File: src/rtl/mc_main_ctrl_fsm.sv
// Main control FSM for the multicycle MIPS datapath: sequences each instruction and
// drives datapath enables, mux selects and ALUOp, with a timeout guard on memory waits.
module mc_main_ctrl_fsm #(
  parameter int unsigned MEM_TIMEOUT = 16
) (
  input  logic       clk,
  input  logic       rst,
  input  logic [5:0] opcode,
  input  logic       mem_ready,
  output logic       pc_write,
  output logic       pc_write_cond,
  output logic       branch_ne,
  output logic       i_or_d,
  output logic       mem_read,
  output logic       mem_write,
  output logic       ir_write,
  output logic       reg_dst,
  output logic       mem_to_reg,
  output logic       reg_write,
  output logic       alu_src_a,
  output logic [1:0] alu_src_b,
  output logic [1:0] alu_op,
  output logic [1:0] pc_source,
  output logic       illegal_op,
  output logic       mem_fault,
  output logic [3:0] state_o
);

  localparam logic [5:0] OpRtype = 6'b000000;
  localparam logic [5:0] OpLw    = 6'b100011;
  localparam logic [5:0] OpSw    = 6'b101011;
  localparam logic [5:0] OpBeq   = 6'b000100;
  localparam logic [5:0] OpBne   = 6'b000101;
  localparam logic [5:0] OpJ     = 6'b000010;
  localparam logic [5:0] OpAddi  = 6'b001000;
  localparam logic [5:0] OpAddiu = 6'b001001;

  localparam int unsigned CntW = (MEM_TIMEOUT > 1) ? $clog2(MEM_TIMEOUT + 1) : 1;
  localparam logic [CntW-1:0] TimeoutVal = CntW'(MEM_TIMEOUT);
  localparam logic            TimeoutEn  = (MEM_TIMEOUT != 0);

  typedef enum logic [3:0] {
    StFetch  = 4'd0,
    StDecode = 4'd1,
    StMemAdr = 4'd2,
    StMemRd  = 4'd3,
    StMemWb  = 4'd4,
    StMemWr  = 4'd5,
    StRex    = 4'd6,
    StRwb    = 4'd7,
    StBranch = 4'd8,
    StJump   = 4'd9,
    StIex    = 4'd10,
    StIwb    = 4'd11
  } state_e;

  state_e          state_q, state_d;
  logic [CntW-1:0] wait_q, wait_d;
  logic            mem_wait;
  logic            timeout;

  always_ff @(posedge clk) begin
    if (rst) begin
      state_q <= StFetch;
      wait_q  <= '0;
    end else begin
      state_q <= state_d;
      wait_q  <= wait_d;
    end
  end

  assign mem_wait = (state_q == StFetch) || (state_q == StMemRd) || (state_q == StMemWr);
  // mem_ready in the same cycle takes priority over the timeout.
  assign timeout  = TimeoutEn && mem_wait && !mem_ready && (wait_q == TimeoutVal);
  assign state_o  = state_q;

  always_comb begin
    state_d       = state_q;
    pc_write      = 1'b0;
    pc_write_cond = 1'b0;
    branch_ne     = 1'b0;
    i_or_d        = 1'b0;
    mem_read      = 1'b0;
    mem_write     = 1'b0;
    ir_write      = 1'b0;
    reg_dst       = 1'b0;
    mem_to_reg    = 1'b0;
    reg_write     = 1'b0;
    alu_src_a     = 1'b0;
    alu_src_b     = 2'b00;
    alu_op        = 2'b00;
    pc_source     = 2'b00;
    illegal_op    = 1'b0;
    mem_fault     = 1'b0;

    case (state_q)
      StFetch: begin
        mem_read  = 1'b1;
        alu_src_b = 2'b01;
        if (mem_ready) begin
          ir_write = 1'b1;
          pc_write = 1'b1;
          state_d  = StDecode;
        end else if (timeout) begin
          mem_fault = 1'b1;
        end
      end
      StDecode: begin
        // Speculatively compute the branch target into ALUOut.
        alu_src_b = 2'b11;
        case (opcode)
          OpRtype:         state_d = StRex;
          OpLw, OpSw:      state_d = StMemAdr;
          OpBeq, OpBne:    state_d = StBranch;
          OpJ:             state_d = StJump;
          OpAddi, OpAddiu: state_d = StIex;
          default: begin
            illegal_op = 1'b1;
            state_d    = StFetch;
          end
        endcase
      end
      StMemAdr: begin
        alu_src_a = 1'b1;
        alu_src_b = 2'b10;
        state_d   = (opcode == OpSw) ? StMemWr : StMemRd;
      end
      StMemRd: begin
        mem_read = 1'b1;
        i_or_d   = 1'b1;
        if (mem_ready) begin
          state_d = StMemWb;
        end else if (timeout) begin
          mem_fault = 1'b1;
          state_d   = StFetch;
        end
      end
      StMemWb: begin
        mem_to_reg = 1'b1;
        reg_write  = 1'b1;
        state_d    = StFetch;
      end
      StMemWr: begin
        mem_write = 1'b1;
        i_or_d    = 1'b1;
        if (mem_ready) begin
          state_d = StFetch;
        end else if (timeout) begin
          mem_fault = 1'b1;
          state_d   = StFetch;
        end
      end
      StRex: begin
        alu_src_a = 1'b1;
        alu_op    = 2'b10;
        state_d   = StRwb;
      end
      StRwb: begin
        reg_dst   = 1'b1;
        reg_write = 1'b1;
        state_d   = StFetch;
      end
      StBranch: begin
        alu_src_a     = 1'b1;
        alu_op        = 2'b01;
        pc_source     = 2'b01;
        pc_write_cond = 1'b1;
        branch_ne     = (opcode == OpBne);
        state_d       = StFetch;
      end
      StJump: begin
        pc_source = 2'b10;
        pc_write  = 1'b1;
        state_d   = StFetch;
      end
      StIex: begin
        alu_src_a = 1'b1;
        alu_src_b = 2'b10;
        state_d   = StIwb;
      end
      StIwb: begin
        reg_write = 1'b1;
        state_d   = StFetch;
      end
      default: state_d = StFetch;
    endcase

    // A timed-out fetch restarts with a fresh count even though the state is unchanged.
    if ((state_d != state_q) || timeout) begin
      wait_d = '0;
    end else if (mem_wait && !mem_ready && (wait_q != TimeoutVal)) begin
      wait_d = wait_q + CntW'(1);
    end else begin
      wait_d = wait_q;
    end

    if (rst) begin
      pc_write      = 1'b0;
      pc_write_cond = 1'b0;
      mem_read      = 1'b0;
      mem_write     = 1'b0;
      ir_write      = 1'b0;
      reg_write     = 1'b0;
      illegal_op    = 1'b0;
      mem_fault     = 1'b0;
    end
  end

endmodule
File: config.mk
export PLATFORM = sky130hd
export DESIGN_NAME = mc_main_ctrl_fsm
export DESIGN_NICKNAME = d
export VERILOG_FILES = /design/src/rtl/mc_main_ctrl_fsm.sv
export SDC_FILE = /design/constraint.sdc
export NUM_CORES = 1
export LEC_CHECK = 0
export ABC_CLOCK_PERIOD_IN_PS = 1850
export CORE_ASPECT_RATIO = 1.2
export CORE_MARGIN = 2
export CORE_UTILIZATION = 25
export CTS_BUF_LIST = sky130_fd_sc_hd__clkbuf_2 sky130_fd_sc_hd__clkbuf_4 sky130_fd_sc_hd__clkbuf_8
export DETAILED_ROUTE_END_ITERATION = 6
export HOLD_SLACK_MARGIN = 0.12
export PLACE_DENSITY = 0.59
export SLEW_MARGIN = 25
export SYNTH_ARGS = -nofsm -noshare
export SYNTH_HDL_FRONTEND = slang
export SYNTH_SLANG_ARGS = --single-unit
File: constraint.sdc
create_clock -name clk -period 1.85 [get_ports clk]
set_clock_uncertainty 0.15 [all_clocks]
set_input_delay 0.185 -clock clk [delete_from_list [all_inputs] [get_ports clk]]
set_output_delay 0.185 -clock clk [all_outputs]
set_load 0.01 [all_outputs]
==> results.txt <==
For the number of nets in the finished design, the log shows 231. The number of cell instances on the worst register-to-register path is 6, and the number of standard cells in the final layout excluding fillers is 256. The number of different library cells used by synthesis comes to 42.

The floorplan step defined a die boundary enclosing 4040 sq um. For the headroom to the max-slew limit, the log shows 77.7%. The run gives 0 as the total of hold buffers inserted after clock tree synthesis. The run gives 17.6% as the global-route total usage across every layer. Based on the critical path, the design can be clocked at up to 0.526 GHz. After legalization and detailed placement, the total HPWL measured 2500 um.

The TritonCTS buffer count is 3, and the power density over the cells is 344 nW/um^2. The tree built by TritonCTS fans out to 9 sinks. The run gives 1 as the deepest level of the CTS H-tree. The first TritonRoute pass finished after 4 iterations. The initial utilization of the core area, before any placement, comes to 26.3%.

The tools report the root cell of the clock tree as sky130_fd_sc_hd__clkbuf_8. The met2 usage in global routing was 31.0%; the number of violations reported at the end of detailed-routing iteration 0 was 73. The sequential cell area fraction in the yosys report was 20.3%. In the final timing run, aggregate negative setup slack is -240 ps. The height of the chip is 69.3 um, and the post-place setup slack is -608 ps. The tools report the number of nets in the synthesized netlist as 136.

The tools report the met3 track demand over resource as 2.24%. Setup repair after global routing could not meet its margin everywhere. At the end of the flow the core is filled with cells to 58.9%. The slowest stage of the critical path belongs to the cell sky130_fd_sc_hd__or4_4. For this block, the routed nets add up to 3740 um of wire. The first global-routing pass estimated 5750 um of wire. The largest fanout on the critical path was 5; the peak ir drop on the vdd network was 0.491 mV. The final number of max-transition violations is 0, and the die width is 58.4 um. During I/O placement, the number of pins put on the boundary was 32. Compared with the post-synthesis result, the final layout area differs by 124%.

The clock transition at the register clock pins on the worst setup and hold paths after CTS works out to 60 ps. Worst hold path endpoint: state_o[1]$_SDFF_PP0_. The tools report the startpoint of the worst-slack reg-to-reg timing path as state_o[2]$_SDFF_PP0_. After synthesis, the mean cell area works out to 7.10 sq um. The number of flip-flops and latches in the synthesized netlist is 9. The run finished, with violations left.

The final routed wire length divided by cell count is 14.6 um, and the setup slack of the worst register-to-register path is -50 ps. For the worst-skew pair, the clock arrives at the later sink with an insertion delay of 240 ps. Buffers placed on the I/O ports in this run total 31. Summing all non-filler instances in the final layout gives an area of 1980 sq um. The detailed router placed 1327 vias in this run.

The tools report the startpoint of the tightest hold check path as opcode[1]. The final critical delay including setup and external delays works out to 1900 ps. Global routing consumed, on the met1 layer, 21.4% of the routing resources. The library cells used most frequently in the layout, excluding fill and tap cells, are sky130_fd_sc_hd__buf_4, sky130_fd_sc_hd__nor2_1, sky130_fd_sc_hd__nor3_2. The placed cell count is 232. The longest individual stage delay on the worst path works out to 540 ps. The initial antenna violation count is 0, and the overflow left after global routing is 0. The average via count per standard cell is 5.18. STA classifies the critical path startpoint as a flip-flop. TritonCTS built the clock tree.

Cell area reported after detailed placement: 1570 sq um. For the floorplan row count, the log shows 23. The capture point of the worst reg-to-reg path is wait_q[1]$_SDFFE_PP0P_. For this run, the number of Yosys warnings is 0.

The logs give 0.907 nW for the static leakage and 125 for the synthesized instance count. Cells with a size suffix above 1 make up 62.1% of the layout. The run gives 0 as the antenna diode instance count. The global routing stage identified its most utilized layer as met2. For the pin with the worst max-slew slack, the measured transition is 332 ps. The final reports fail on negative setup slack. Routability-driven placement finished with a final weighted congestion of 0.890.

The signal on the critical path passes through buf_6 > or4_4 > nor2_4 > a221o_2 > nand4_4 > nor3_2. The required time reported for the critical path endpoint is 1860 ps. The minimum hold slack is 261 ps, and the final worst setup slack is -52.1 ps. Setup violations remaining at the end of the flow were counted as 6. The remaining antenna violation count is 0.

The worst hold path belongs to the class primary input to flip-flop. The tool flagged a number of max-cap violations equal to 0. Leaving out fill and tap cells, the most frequent cell in the layout is sky130_fd_sc_hd__buf_4. The mapped netlist covers 887 sq um. The placeable core area was 3370 sq um; the arrival time of data at the critical path endpoint was 1910 ps. The category of the worst setup path capture point was a flip-flop. After detailed routing, the number of remaining DRC violations is 0. The number of endpoints with negative hold slack in the final report is 0.

The tools report the largest net degree at the start of global routing as 13. The worst path uses 103% of the clock period. The number of inserted filler cells in the final layout was 277. The worst setup path is of the flip-flop to flip-flop kind. The instance count along the most critical hold path was 5. Power comes to 0.681 mW.

The run gives 2 as the maximum clock path buffer count. For the number of global-route vias before repair, the log shows 1285.
[timing repair]
action	in CTS	in global routing
gates resized for setup	80	47
hold endpoints to repair	0	0
pin swaps	18	22
endpoints found under the setup margin	26	21
buffers inserted	8	13
[cell type report]
class / count / area (sq um) / area share (%)
timing repair buffer: 99 / 785 / 39.6
inverter: 4 / 17.5 / 0.883
tap: 37 / 46.3 / 2.33
clock buffer: 3 / 41.3 / 2.08
sequential: 9 / 198 / 9.97
clock inverter: 1 / 5.00 / 0.252
multi-input combinational: 103 / 891 / 44.9
[routing by layer]
layer  vias to the layer above  share of wire (%)
li1                        639                  -
met2                        32                 54
met1                       648                 41
met5                         -                  0
met4                         0                1.7
met3                         8                4.0
[power by group]
group          switching [mW]  total, mW  internal, mW
combinational           0.107      0.235         0.128
sequential            0.00581      0.199         0.193
clock                  0.0989      0.247         0.148
[flip-flops by register name (all words and copies together) (netlist names)]
| register | cells |
|---|---|
| state_o | 4 |
| wait_q | 5 |
[how the worst max path moves through the flow]
stage,to,startpoint
finish,wait_q[1]$_SDFFE_PP0P_,state_o[2]$_SDFF_PP0_
global placement,illegal_op,opcode[3]
global route,state_o[2]$_SDFF_PP0_,wait_q[0]$_SDFFE_PP0P_
CTS,wait_q[0]$_SDFFE_PP0P_,state_o[2]$_SDFF_PP0_
floorplan,wait_q[0]$_SDFFE_PP0P_,state_o[1]$_SDFF_PP0_
detailed placement,illegal_op,opcode[3]
[worst max-delay path, delay by kind of cell, from the launching register on]
family                 cells  cell delay (ps)
AOI/OAI and AO/OA          1              170
buffers and inverters      1              120
DFF                        1              360
and+or+nand+nor            4             1020
[cells by family (layout without fill, tap and decap cells)]
group / count (synthesis) / in the layout / share of synthesized area, %
and+or+nand+nor: 74 / 74 / 47.4
AOI/OAI and AO/OA: 20 / 20 / 15.5
buffers and inverters: 13 / 107 / 6.91
DFF: 9 / 9 / 20.3
xor gates and xnor gates: 6 / 6 / 5.92
adders and majority gates: 2 / 2 / 2.82
muxes: 1 / 1 / 1.13
[synth_stat cells, drive strengths merged]
master	instances	area, sq um
and3b	1	8.76
a211oi	4	30.0
nand3	5	25.0
and3	4	25.0
or3	1	6.26
nor3b	2	15.0
xor2	4	35.0
o32ai	1	8.76
a21o	1	7.51
o31ai	1	7.51
nor4b	2	17.5
nand2b	3	18.8
dfxtp	9	180
xnor2	2	17.5
or4	1	11.3
ha	2	25.0
nor4bb	1	10.0
inv	4	15.0
or2	3	18.8
nand4	2	27.5
a221o	1	11.3
nand3b	1	7.51
or4b	1	13.8
a2bb2oi	1	8.76
a221oi	1	8.76
buf	3	23.8
nor3	15	75.1
o21ai	3	15.0
nor2b	3	18.8
clkbuf	6	22.5
nand2	8	30.0
nor2	19	78.8
a21oi	5	25.0
mux2i	1	10.0
a22oi	1	7.51
a21boi	1	7.51
nor4	2	12.5
Note: power is estimated with default switching activity, not from simulation.
